`src/rtl/mdr_mem_port_if.sv`:
```
// Memory-side handshake bundle for the MDR/MAR port.
// master drives address/data/strobes; slave is the external memory.
interface mdr_mem_port_if #(
  parameter int ADDR_W = 9
);
  logic [ADDR_W-1:0] mem_addr;
  logic [31:0]       mem_wdata;
  logic              mem_rd;
  logic              mem_wr;
  logic [31:0]       mem_rdata;
  logic              mem_ack;

  modport master (
    output mem_addr, mem_wdata, mem_rd, mem_wr,
    input  mem_rdata, mem_ack
  );

  modport slave (
    input  mem_addr, mem_wdata, mem_rd, mem_wr,
    output mem_rdata, mem_ack
  );
endinterface

```
`src/rtl/mdr_mem_port.sv`:
```
// MAR/MDR registers with a single-word handshaked memory port.
// Each transaction ends in a one-cycle done pulse; an ack timeout sets sticky err.
//
// state   | meaning
// IDLE    | accepts MAR/MDR loads and rd/wr requests
// RD_WAIT | mem_rd held, waiting for mem_ack or timeout
// WR_WAIT | mem_wr held, waiting for mem_ack or timeout
// DONE    | done pulse, strobes low, back to IDLE next edge
module mdr_mem_port #(
  parameter int ADDR_W  = 9,
  parameter int TIMEOUT = 16
) (
  input  logic                 clk,
  input  logic                 clr,
  input  logic [31:0]          bus_in,
  input  logic                 MARin,
  input  logic                 MDRin,
  input  logic                 rd_req,
  input  logic                 wr_req,
  output logic [31:0]          mdr_out,
  output logic                 busy,
  output logic                 done,
  output logic                 err,
  mdr_mem_port_if.master       mem
);

  typedef enum logic [1:0] {
    IDLE    = 2'd0,
    RD_WAIT = 2'd1,
    WR_WAIT = 2'd2,
    DONE    = 2'd3
  } state_t;

  localparam logic [7:0] CNT_LAST = 8'(TIMEOUT - 1);

  state_t            state;
  logic [ADDR_W-1:0] mar;
  logic [31:0]       mdr;
  logic [7:0]        wait_cnt;
  logic              rd_q;
  logic              wr_q;
  logic              busy_q;
  logic              done_q;
  logic              err_q;

  always_ff @(posedge clk) begin
    if (clr) begin
      state    <= IDLE;
      mar      <= '0;
      mdr      <= '0;
      wait_cnt <= '0;
      rd_q     <= 1'b0;
      wr_q     <= 1'b0;
      busy_q   <= 1'b0;
      done_q   <= 1'b0;
      err_q    <= 1'b0;
    end else begin
      case (state)
        IDLE: begin
          done_q <= 1'b0;
          busy_q <= 1'b0;
          if (MARin) mar <= bus_in[ADDR_W-1:0];
          if (MDRin) mdr <= bus_in;
          // read has priority when both requests arrive together
          if (rd_req) begin
            state    <= RD_WAIT;
            rd_q     <= 1'b1;
            busy_q   <= 1'b1;
            err_q    <= 1'b0;
            wait_cnt <= '0;
          end else if (wr_req) begin
            state    <= WR_WAIT;
            wr_q     <= 1'b1;
            busy_q   <= 1'b1;
            err_q    <= 1'b0;
            wait_cnt <= '0;
          end
        end
        RD_WAIT, WR_WAIT: begin
          if (mem.mem_ack) begin
            if (state == RD_WAIT) mdr <= mem.mem_rdata;
            rd_q   <= 1'b0;
            wr_q   <= 1'b0;
            done_q <= 1'b1;
            state  <= DONE;
          end else if (wait_cnt == CNT_LAST) begin
            err_q  <= 1'b1;
            rd_q   <= 1'b0;
            wr_q   <= 1'b0;
            done_q <= 1'b1;
            state  <= DONE;
          end else begin
            wait_cnt <= wait_cnt + 8'd1;
          end
        end
        DONE: begin
          done_q <= 1'b0;
          busy_q <= 1'b0;
          state  <= IDLE;
        end
        default: state <= IDLE;
      endcase
    end
  end

  assign mdr_out       = mdr;
  assign busy          = busy_q;
  assign done          = done_q;
  assign err           = err_q;
  assign mem.mem_addr  = mar;
  assign mem.mem_wdata = mdr;
  assign mem.mem_rd    = rd_q;
  assign mem.mem_wr    = wr_q;

endmodule
```
`src/flat_wrapper.sv`:
```
// flat-port wrapper written by rule: the top's interface ports become plain ports
module mdr_mem_port_flat 
#(
  parameter int ADDR_W  = 9,
  parameter int TIMEOUT = 16
)
  (clk, clr, bus_in, MARin, MDRin, rd_req, wr_req, mdr_out, busy, done, err, mem_mem_addr, mem_mem_wdata, mem_mem_rd, mem_mem_wr, mem_mem_rdata, mem_mem_ack);
  mdr_mem_port_if #(.ADDR_W(ADDR_W)) mem_i ();
  input  logic clk;
  input  logic clr;
  input  logic [31:0] bus_in;
  input  logic MARin;
  input  logic MDRin;
  input  logic rd_req;
  input  logic wr_req;
  output logic [31:0] mdr_out;
  output logic busy;
  output logic done;
  output logic err;
  output wire logic [$bits(mem_i.mem_addr)-1:0] mem_mem_addr;
  output wire logic [$bits(mem_i.mem_wdata)-1:0] mem_mem_wdata;
  output wire logic [$bits(mem_i.mem_rd)-1:0] mem_mem_rd;
  output wire logic [$bits(mem_i.mem_wr)-1:0] mem_mem_wr;
  input wire logic [$bits(mem_i.mem_rdata)-1:0] mem_mem_rdata;
  input wire logic [$bits(mem_i.mem_ack)-1:0] mem_mem_ack;
  assign mem_mem_addr = mem_i.mem_addr;
  assign mem_mem_wdata = mem_i.mem_wdata;
  assign mem_mem_rd = mem_i.mem_rd;
  assign mem_mem_wr = mem_i.mem_wr;
  assign mem_i.mem_rdata = mem_mem_rdata;
  assign mem_i.mem_ack = mem_mem_ack;
  mdr_mem_port #(.ADDR_W(ADDR_W), .TIMEOUT(TIMEOUT)) u_core (.clk(clk), .clr(clr), .bus_in(bus_in), .MARin(MARin), .MDRin(MDRin), .rd_req(rd_req), .wr_req(wr_req), .mdr_out(mdr_out), .busy(busy), .done(done), .err(err), .mem(mem_i));
endmodule
```
`config.mk`:
```
export PLATFORM = sky130hd
export DESIGN_NAME = mdr_mem_port_flat
export DESIGN_NICKNAME = d
export VERILOG_FILES = /design/src/rtl/mdr_mem_port_if.sv /design/src/rtl/mdr_mem_port.sv /design/src/flat_wrapper.sv
export SDC_FILE = /design/constraint.sdc
export NUM_CORES = 1
export LEC_CHECK = 0
export CAP_MARGIN = 20
export CORE_ASPECT_RATIO = 1.25
export CORE_UTILIZATION = 43
export DETAILED_ROUTE_END_ITERATION = 8
export HOLD_SLACK_MARGIN = 0.12
export PLACE_DENSITY = 0.87
export SETUP_SLACK_MARGIN = 0.5
export SLEW_MARGIN = 40
export SYNTH_ARGS = -nofsm -noshare
export SYNTH_HDL_FRONTEND = slang
export SYNTH_SLANG_ARGS = --single-unit
```
`constraint.sdc`:
```
create_clock -name clk -period 3.1 [get_ports clk]
set_input_delay 0.775 -clock clk [delete_from_list [all_inputs] [get_ports clk]]
set_output_delay 0.775 -clock clk [all_outputs]
set_load 0.005 [all_outputs]
```
==> results of run 1 <==
[registers in the layout, summed over array words and instances (netlist names)]
register,count
u_core.mem.mem_wr,1
u_core.mem.mem_rd,1
u_core.done,1
u_core.state,2
u_core.wait_cnt,8
u_core.busy,1
u_core.mem.mem_addr,9
u_core.err,1
u_core.mdr_out,32
[final timing paths]
kind                                 end  slack (ns)  depth (start not counted)                   start
setup / recovery      u_core.mdr_out[28]        0.79                          6             mem_mem_ack
hold / removal    u_core.mem.mem_addr[4]        0.46                          2  u_core.mem.mem_addr[4]
setup reg to reg      u_core.mdr_out[28]        0.84                          8         u_core.state[0]
hold reg to reg   u_core.mem.mem_addr[4]        0.46                          2  u_core.mem.mem_addr[4]
[cells in the final DEF, fill, tap and decap left out, types with 2 or more instances in the layout]
cell / n
a211oi_1: 36
a21oi_1: 21
a31oi_1: 2
and3_1: 2
buf_4: 6
clkbuf_8: 6
clkdlybuf4s50_1: 147
dfxtp_1: 56
ha_1: 4
inv_1: 2
mux2i_1: 33
nand2_1: 16
nand2b_1: 4
nand3_1: 12
nand4_1: 2
nor2_1: 38
nor3_1: 4
o21ai_0: 6
o31ai_1: 3
or4_1: 3
[metal layers]
layer,vias to the layer above,wire length (um),global-route usage,part of all wire
met5,-,0,0,0
met4,0,81,0.04968,0.011
met3,7,523,0.03626,0.070
met2,115,4003,0.3970,0.53
met1,1176,2893,0.2449,0.39
li1,1307,-,-,-
[worst reg2reg max path, delay by kind of cell (launching register included)]
kind | cells | cell delay (ns)
buffers and inverters | 3 | 0.76
and+or+nand+nor | 3 | 0.55
DFF | 1 | 0.32
adders and majority gates | 1 | 0.31
AOI/OAI and AO/OA | 1 | 0.24
[cells by family (layout without fill, tap and decap cells)]
logic type	Yosys count	count (layout)	share of synthesized area
simple gates	88	88	0.1546
compound gates	73	73	0.1725
buf+inv	57	164	0.1282
flops	56	56	0.4004
mux	34	34	0.1220
fa+ha+maj	5	5	0.02234
[power breakdown]
part           leakage [nW]  internal (mW)  switching [mW]
Clock                0.0614          0.264           0.236
Sequential            0.462          0.937           0.147
Combinational          1.03           1.19            1.09
[area by class of cell]
cell class	instances	area, um^2
Tap cell	85	106.4
Clock buffer	6	82.58
Inverter	3	11.26
Fill cell	525	2032
Clock inverter	2	38.79
Sequential cell	56	1121
Timing Repair Buffer	153	1516
Multi-Input combinational cell	200	1338
==> run metrics, run 1 <==
Layout Utilization=0.6747; register area share after synthesis=0.4004; Synth area leader=dfxtp_1; post-placement setup slack=between 0.4 and 0.5 ns; Hold Vio Cnt, Final=0; fin worst setup slack=0.7911 ns; total number of vias=~2600; synthesized area per cell=8.946 um^2; setup_tns=0 ns; full die area=roughly 0.0068 mm^2; max cap viols=0; cell count after placement=roughly 500; Vias per Instance=slightly above 5; Worst Path Buf+Inv=2; Design Area, Final=0.004214 mm^2; Fmax achieved=between 400 and 500 MHz; Site Rows=32; LEAKAGE=between 1.5 and 2 nW; post-CTS setup buffer count=0; WHS=about 0.46 ns; Max-slew headroom=0.5929; I/O pin total=149; initial antenna violation count=0; I/O Buffers=148; CTS root buf=clkbuf_8; WS Path Type=input port to flip-flop; PwrDens=about 920 mW/mm^2; fin crit share=0.7448; Worst-Skew Late Latency=about 0.31 ns; drt total wl=~7.5 mm; Final Net Count=about 500; Final Wtd Congestion=around 0.80; syn nets=between 300 and 400; hold buffer count at CTS=0; Netlist cell types=35; Die H=92.22 um; area share of the largest cell type after synthesis=0.4004; CP max-delay cell=clkdlybuf4s50_1; area of the core=0.006246 mm^2; fraction of layout cells with a size suffix above 1=0.04762; worst path cell trace=clkdlybuf4s50_1, nand2b_1, nor4bb_4, buf_4, nor2_1, a211oi_1; RSZ-0062 raised after global routing=no; post_cts resized=0; DR WL/cell=around 15 um; Worst Path Max Fanout=38; synth cell count leaders=dfxtp_1 (56), nor2_1 (38), a211oi_1 (36), buf_4 (36), mux2i_1 (33); Clock Path Buffers=2; run status=completed; Synth Instances=between 300 and 400; Worst Setup End Kind=flip-flop; delay-heaviest family, CP=buffers and inverters; dpl cell area=0.004093 mm^2; initial drt markers=a little under 90; Syn. warnings=0; synth top area cells=dfxtp_1 (40%), mux2i_1 (12%), a211oi_1 (9.7%); synthesis-to-layout area growth=50.49%; Synth Register Bits=56; CTS tree=done; fin cells=between 500 and 600; H-Tree Depth=2; HP Class=flip-flop to flip-flop; Setup violations, final=0; Starting Density=0.4483; prevailing post-synth register cell=dfxtp_1; peak supply drop=approximately 0.84 mV; CP Data Arrival Time=2.52 ns; diode count=0; GRT overflow=0; CP required=about 3.3 ns; drt pass-1 iters=4; minimum clock period=2.309 ns; CTS Sinks=56; largest net degree at the start of global routing=between 50 and 60; Post-synth ARST share=0; CTS Buf Count=5; crit-path max cell delay=between 0.5 and 0.6 ns; clock slew at reported path FFs=roughly 0.10 ns; Tightest Pin Transition=between 0.6 and 0.7 ns; drt drc=0; DRT antenna net count=0; fin. max-slew vios=0; Synth Cell Area=0.002800 mm^2; count leader, synth=dfxtp_1; CP startpoint kind=input port; first-pass GRT wire length=between 10 and 15 mm; Power Total=3.865 mW; Die X-Extent=74.18 um; Clock Skew=0.01349 ns; detailed placement HPWL=around 5.6 mm; vias in the first global route=between 2000 and 2500; gr usage total=0.2134; EDFF count, synth=0
(Power assumes the default switching activity.)
==> inputs of run 2 (changes only) <==
Settings changed: CORE_UTILIZATION 43 to 39, PLACE_DENSITY 0.87 to 0.8.
Clock period 3.1 ns to 2.3 ns, I/O delays scaled along.
==> run metrics, run 2 (same netlist as run 1, synthesis figures left out) <==
run status=completed (unchanged); max cap viols=0 (unchanged); Die H=96.74 um (was 92.22 um); GRT overflow=0 (unchanged); worst path cell trace=inv_4, ha_4, buf_4, buf_4, inv_4, o21a_1, or4_1, o31ai_1 (was clkdlybuf4s50_1, nand2b_1, nor4bb_4, buf_4, nor2_1, a211oi_1); LEAKAGE=1.714 nW (was 1.551 nW); fill count=566 (was 525); commonest non-fill, non-tap cell in the layout=clkdlybuf4s50_1 (unchanged); Clock Path Buffers=2 (unchanged); I/O Buffers=148 (unchanged); DRT antenna net count=0 (unchanged); drt drc=0 (unchanged); gr usage total=0.2224 (was 0.2134); Worst-Skew Late Latency=0.32 ns (was 0.31 ns); Final Wtd Congestion=0.8168 (was 0.7994); PwrDens=1349 mW/mm^2 (was 917.2 mW/mm^2); I/O pin total=149 (unchanged); H-Tree Depth=2 (unchanged); Worst Path Buf+Inv=4 (was 2); Worst Path Max Fanout=9 (was 38); CP required=2.53 ns (was 3.31 ns); fin worst setup slack=0.5008 ns (was 0.7911 ns); Setup violations, final=0 (unchanged); setup_tns=0 ns (unchanged); fraction of layout cells with a size suffix above 1=0.2036 (was 0.04762); CP startpoint kind=flip-flop (was input port); WS Path Type=flip-flop to flip-flop (was input port to flip-flop); HP Class=flip-flop to flip-flop (unchanged); drt total wl=8.213 mm (was 7.502 mm); detailed placement HPWL=5.533 mm (was 5.607 mm); worst r2r src=u_core.state[0] (unchanged); Starting Density=0.4038 (was 0.4483); Final Net Count=517 (was 495); Tightest Pin Transition=0.4207 ns (was 0.6107 ns); minimum clock period=1.799 ns; CP Data Arrival Time=2.03 ns (was 2.52 ns); drt pass-1 iters=4 (unchanged); most frequent cells in the layout=clkdlybuf4s50_1 (144), mux2i_1 (33), nor2_1 (31), a211oi_1 (31), dfxtp_2 (30) (was clkdlybuf4s50_1 (147), dfxtp_1 (56), nor2_1 (38)); Site Rows=34 (was 32); CTS Buf Count=5 (unchanged); number of flip-flops in the largest register=32 (unchanged); initial drt markers=63 (was 87); fin crit share=0.7823; Design Area, Final=0.004579 mm^2 (was 0.004214 mm^2); largest net degree at the start of global routing=38 (was 59); synthesis-to-layout area growth=63.54% (was 50.49%); post-placement setup slack=0.02424 ns (was 0.4810 ns); Vias per Instance=5.220 (was 5.158); Hold Vio Cnt, Final=0 (unchanged); Die X-Extent=77.79 um (was 74.18 um); diode count=0 (unchanged); CTS Sinks=56 (unchanged); CTS root buf=clkbuf_8 (unchanged); crit-path max cell delay=0.40 ns (was 0.56 ns); initial antenna violation count=0 (unchanged); vias in the first global route=2702 (was 2374); CTS tree=done (unchanged); full die area=0.007525 mm^2 (was 0.006840 mm^2); Worst Setup SP=u_core.state[0] (was mem_mem_ack); clock slew at reported path FFs=0.11 ns (was 0.10 ns); Worst Setup End Kind=flip-flop (unchanged); RSZ-0062 raised after global routing=yes (was no); HP Start=u_core.mem.mem_addr[0] (was u_core.mem.mem_addr[4]); Layout Utilization=0.6604 (was 0.6747); fin. max-slew vios=0 (unchanged); DR WL/cell=15.44 um (was 14.86 um); Clock Skew=0.01218 ns (was 0.01349 ns); delay-heaviest family, CP=simple AND/OR/NAND/NOR gates (was buffers and inverters); area of the core=0.006934 mm^2 (was 0.006246 mm^2); CP max-delay cell=or4_1 (was clkdlybuf4s50_1); Max-slew headroom=0.7195 (was 0.5929); dpl cell area=0.004139 mm^2 (was 0.004093 mm^2); total number of vias=2777 (was 2605); peak supply drop=0.8491 mV (was 0.8434 mV); Fmax achieved=~560 MHz; first-pass GRT wire length=13.30 mm (was 11.42 mm)
==> run 2: cell types whose count changed in the layout (fill, tap and decap cells not counted), moves of 3 or more <==
cell / previous run / this run
buf_4: 6 / 19
a211oi_2: 0 / 5
dfxtp_2: 0 / 30
dlygate4sd2_1: 0 / 3
nor2_1: 38 / 31
nor2_2: 0 / 6
buf_16: 0 / 3
clkdlybuf4s50_1: 147 / 144
a211oi_1: 36 / 31
dfxtp_1: 56 / 25
==> run 2: layer usage <==
| metal | up-vias | share of wire | global-route usage |
|---|---|---|---|
| met5 | - | 0 | 0 |
| met4 | 0 | 0.018 | 0.08418 |
| met3 | 12 | 0.046 | 0.03585 |
| met2 | 99 | 0.52 | 0.4037 |
| met1 | 1317 | 0.41 | 0.2566 |
| li1 | 1349 | - | - |
==> run 2: power by group <==
group,switching (mW),internal (mW)
clock network,0.332,0.247
registers,0.221,1.31
logic,1.79,2.28
total,2.34,3.84
==> run 2: cell type report <==
cell class              count  area, um^2  area share
clock inverters             2       13.76    0.003005
flip-flops and latches     56        1162      0.2538
repair buffers            175        1779      0.3885
inverters                   3       16.27    0.003552
clock buffers               6       82.58     0.01803
well taps                  90       112.6     0.02459
multi-input cells         200        1413      0.3085
==> run 2: final timing paths <==
check | slack, ns | cells past startpoint | endpoint
worst min register to register | 0.46 | 2 | u_core.mem.mem_addr[0]
worst max-delay path | 0.50 | 8 | u_core.state[0]
worst max register to register | 0.50 | 8 | u_core.state[0]
worst min-delay path | 0.46 | 2 | u_core.mem.mem_addr[0]
==> run 2: per-stage QoR <==
stage | total power [mW] | hold slack [ns] | cells
final | 6.176 | 0.4589 | 532
after global routing | 6.578 | 0.4835 | 532
after CTS | 5.930 | 0.4615 | 527
after detailed placement | 4.620 | 0.4465 | 506
after global placement | 4.541 | 0.4421 | 506
after floorplan | 3.497 | 0.4527 | 313
==> run 2: timing repair <==
action | 4_1_cts | 5_1_grt
gates resized for setup | 25 | 41
pin swaps | 7 | 16
endpoints found under the setup margin | 56 | 78
cloned | 4 | 0
hold buffers | 0 | 0
setup buffers | 9 | 5
==> run 2: worst reg2reg max path, delay by kind of cell, from the launching register on <==
| family | cells | cell delay, ns |
|---|---|---|
| AND/OR/NAND/NOR | 1 | 0.40 |
| buffers and inverters | 4 | 0.39 |
| flip-flops | 1 | 0.37 |
| adder cells (fa/ha/maj) | 1 | 0.30 |
| AO/OA/AOI/OAI | 2 | 0.27 |
==> inputs of run 3 (changes only) <==
Settings changed: CORE_UTILIZATION 39 to 36, PLACE_DENSITY 0.8 to 0.78.
Clock period 2.3 ns to 1.5 ns, I/O delays scaled along.
==> run metrics, run 3 (same netlist as run 1, synthesis figures left out) <==
run status=finished, violations left (was completed); failing checks=negative setup slack; worst r2r src=u_core.state[0] (unchanged); Worst Path Max Fanout=7 (was 9); hold depth=3 (was 2); sequential share of power=0.179 (was 0.247); CP startpoint kind=flip-flop (unchanged); crit-path max cell delay=0.36 ns (was 0.40 ns); Worst-Skew Late Latency=0.32 ns (about the same); CP Data Arrival Time=2.07 ns (was 2.03 ns); Worst R2R Path Depth=8 (unchanged); Final Wtd Congestion=0.8463 (was 0.8168); synthesis-to-layout area growth=115.2% (was 63.54%); Layout Utilization=0.8094 (was 0.6604); Site Rows=35 (was 34); Sw Pwr=5.233 mW (was 2.340 mW); CTS Buf Count=5 (unchanged); worst path cell trace=inv_2, ha_4, nor2_4, nor4bb_4, buf_6, buf_12, nor2_4, a211oi_2 (was inv_4, ha_4, buf_4, buf_4, inv_4, o21a_1, or4_1, o31ai_1); CTS Sinks=56 (unchanged); Clock Skew=0.01017 ns (was 0.01218 ns); first-pass GRT wire length=16.09 mm (was 13.30 mm); drt total wl=13.34 mm (was 8.213 mm); fin crit share=1.237 (was 0.7823); number of flip-flops in the largest register=32 (unchanged); vias in the first global route=3381 (was 2702); CTS tree=done (unchanged); CP max-delay cell=nor4bb_4 (was or4_1); total number of vias=3518 (was 2777); Worst Path Buf+Inv=3 (was 4); CP required=1.72 ns (was 2.53 ns); Max-slew headroom=0.7636 (was 0.7195); Hold Path End=u_core.state[1] (was u_core.mem.mem_addr[0]); HP Start=clr (was u_core.mem.mem_addr[0]); Die X-Extent=80.89 um (was 77.79 um); clock slew at reported path FFs=0.11 ns (about the same); area of the core=0.007445 mm^2 (was 0.006934 mm^2); Fmax achieved=538.8 MHz (was 555.8 MHz); Setup violations, final=46 (was 0); PwrDens=2218 mW/mm^2 (was 1349 mW/mm^2); Die H=100.6 um (was 96.74 um); GRT overflow=0 (unchanged); diode count=0 (unchanged); most used cell, CP=nor2_4; Starting Density=0.3761 (was 0.4038); hold buffer count at CTS=0 (unchanged); Final Net Count=640 (was 517); delay-heaviest family, CP=simple AND/OR/NAND/NOR gates (unchanged); peak supply drop=1.322 mV (was 0.8491 mV); combinational share of power=0.754 (was 0.659); clock share of power=0.067 (was 0.094); largest net degree at the start of global routing=26 (was 38); Worst Setup End Kind=flip-flop (unchanged); LEAKAGE=2.648 nW (was 1.714 nW); fraction of layout cells with a size suffix above 1=0.6319 (was 0.2036); fin worst setup slack=-0.3559 ns (was 0.5008 ns); Vias per Instance=5.355 (was 5.220); I/O pin total=149 (unchanged); reg2reg end=u_core.mdr_out[25] (was u_core.state[0]); detailed placement HPWL=6.466 mm (was 5.533 mm); initial drt markers=141 (was 63); flop-to-flop setup slack=-0.36 ns (was 0.50 ns); fin. max-slew vios=0 (unchanged); full die area=0.008137 mm^2 (was 0.007525 mm^2); CTS root buf=clkbuf_8 (unchanged); commonest non-fill, non-tap cell in the layout=buf_6 (was clkdlybuf4s50_1); DR WL/cell=20.30 um (was 15.44 um); gr usage total=0.2553 (was 0.2224); WS Path Type=flip-flop to flip-flop (unchanged); Clock Path Buffers=2 (unchanged); DRT antenna net count=0 (unchanged); Tightest Pin Transition=0.3448 ns (was 0.4207 ns); max cap viols=0 (unchanged); minimum clock period=1.856 ns (was 1.799 ns); initial antenna violation count=0 (unchanged); Hold Vio Cnt, Final=0 (unchanged); H-Tree Depth=2 (unchanged); I/O Buffers=148 (unchanged); post-placement setup slack=-0.5411 ns (was 0.02424 ns); RSZ-0062 raised after global routing=yes (unchanged); drt drc=0 (unchanged); most frequent cells in the layout=buf_6 (109), buf_4 (78), clkdlybuf4s50_1 (67) (was clkdlybuf4s50_1 (144), mux2i_1 (33), nor2_1 (31), a211oi_1 (31), dfxtp_2 (30)); cell internal pwr=8.131 mW (was 3.836 mW); drt pass-1 iters=4 (unchanged); Sw Share=0.3916 (was 0.3789); HP Class=input port to flip-flop (was flip-flop to flip-flop)
## run 3: routing by layer
| layer | part of all wire | global-route usage | vias up |
|---|---|---|---|
| met4 | 0.042 | 0.1154 | 0 |
| met2 | 0.55 | 0.4809 | 162 |
| met5 | 0 | 0 | - |
| met1 | 0.35 | 0.2694 | 1726 |
| met3 | 0.053 | 0.04344 | 46 |
| li1 | - | - | 1584 |
## run 3: per-stage QoR
step / hold WS (ns) / area [um^2] / instances / power, mW / TNS [ns]
floorplan: 0.4527 / 2898 / 313 / 5.557 / -4.120
global placement: 0.4440 / 4479 / 543 / 7.656 / -17.10
detailed placement: 0.4477 / 4479 / 543 / 7.837 / -18.59
CTS: 0.4298 / 5364 / 625 / 10.81 / -7.715
global route: 0.4484 / 6026 / 657 / 13.89 / -13.42
finish: 0.4524 / 6026 / 657 / 13.36 / -11.42
## run 3: how the worst max path moves through the flow
stage / to / cells after the start / from / slack, ns
after detailed placement: u_core.mdr_out[18] / 7 / mem_mem_ack / -0.54
after global routing: u_core.err / 9 / u_core.state[0] / -0.42
final: u_core.mdr_out[25] / 8 / u_core.state[0] / -0.36
after CTS: u_core.mdr_out[29] / 8 / u_core.state[0] / -0.22
after global placement: u_core.mdr_out[13] / 6 / mem_mem_ack / -0.45
after floorplan: u_core.wait_cnt[7] / 7 / u_core.state[1] / -0.15
## run 3: worst register-to-register path, delay by kind of cell, from the launching register on
kind	cells	cell delay (ns)
fa+ha+maj	1	0.30
compound gates	1	0.26
simple gates	3	0.45
flops	1	0.35
buf+inv	3	0.39
## run 3: final cells by class
class	count	area, um^2
Timing Repair Buffer	298	2930
Sequential cell	56	1190
Tap cell	92	115.1
Clock buffer	5	68.82
Multi-Input combinational cell	200	1689
Inverter	3	11.26
Clock inverter	3	21.27
Fill cell	409	1419
## run 3: timing repair
item                       4_1_cts  5_1_grt
setup buffers                   70       28
cloned                           4        4
gates resized for setup        453       84
pin swaps                       17       20
setup endpoints to repair      134      134
## run 3: power groups by stage
stage / sequential, mW / combinational [mW] / clock (mW)
2_1_floorplan: 2.28 / 3.27 / 0
3_3_place_gp: 2.29 / 5.36 / 0
3_5_place_dp: 2.31 / 5.53 / 0
4_1_cts: 2.31 / 7.64 / 0.867
5_1_grt: 2.43 / 10.5 / 0.969
6_report: 2.39 / 10.1 / 0.897
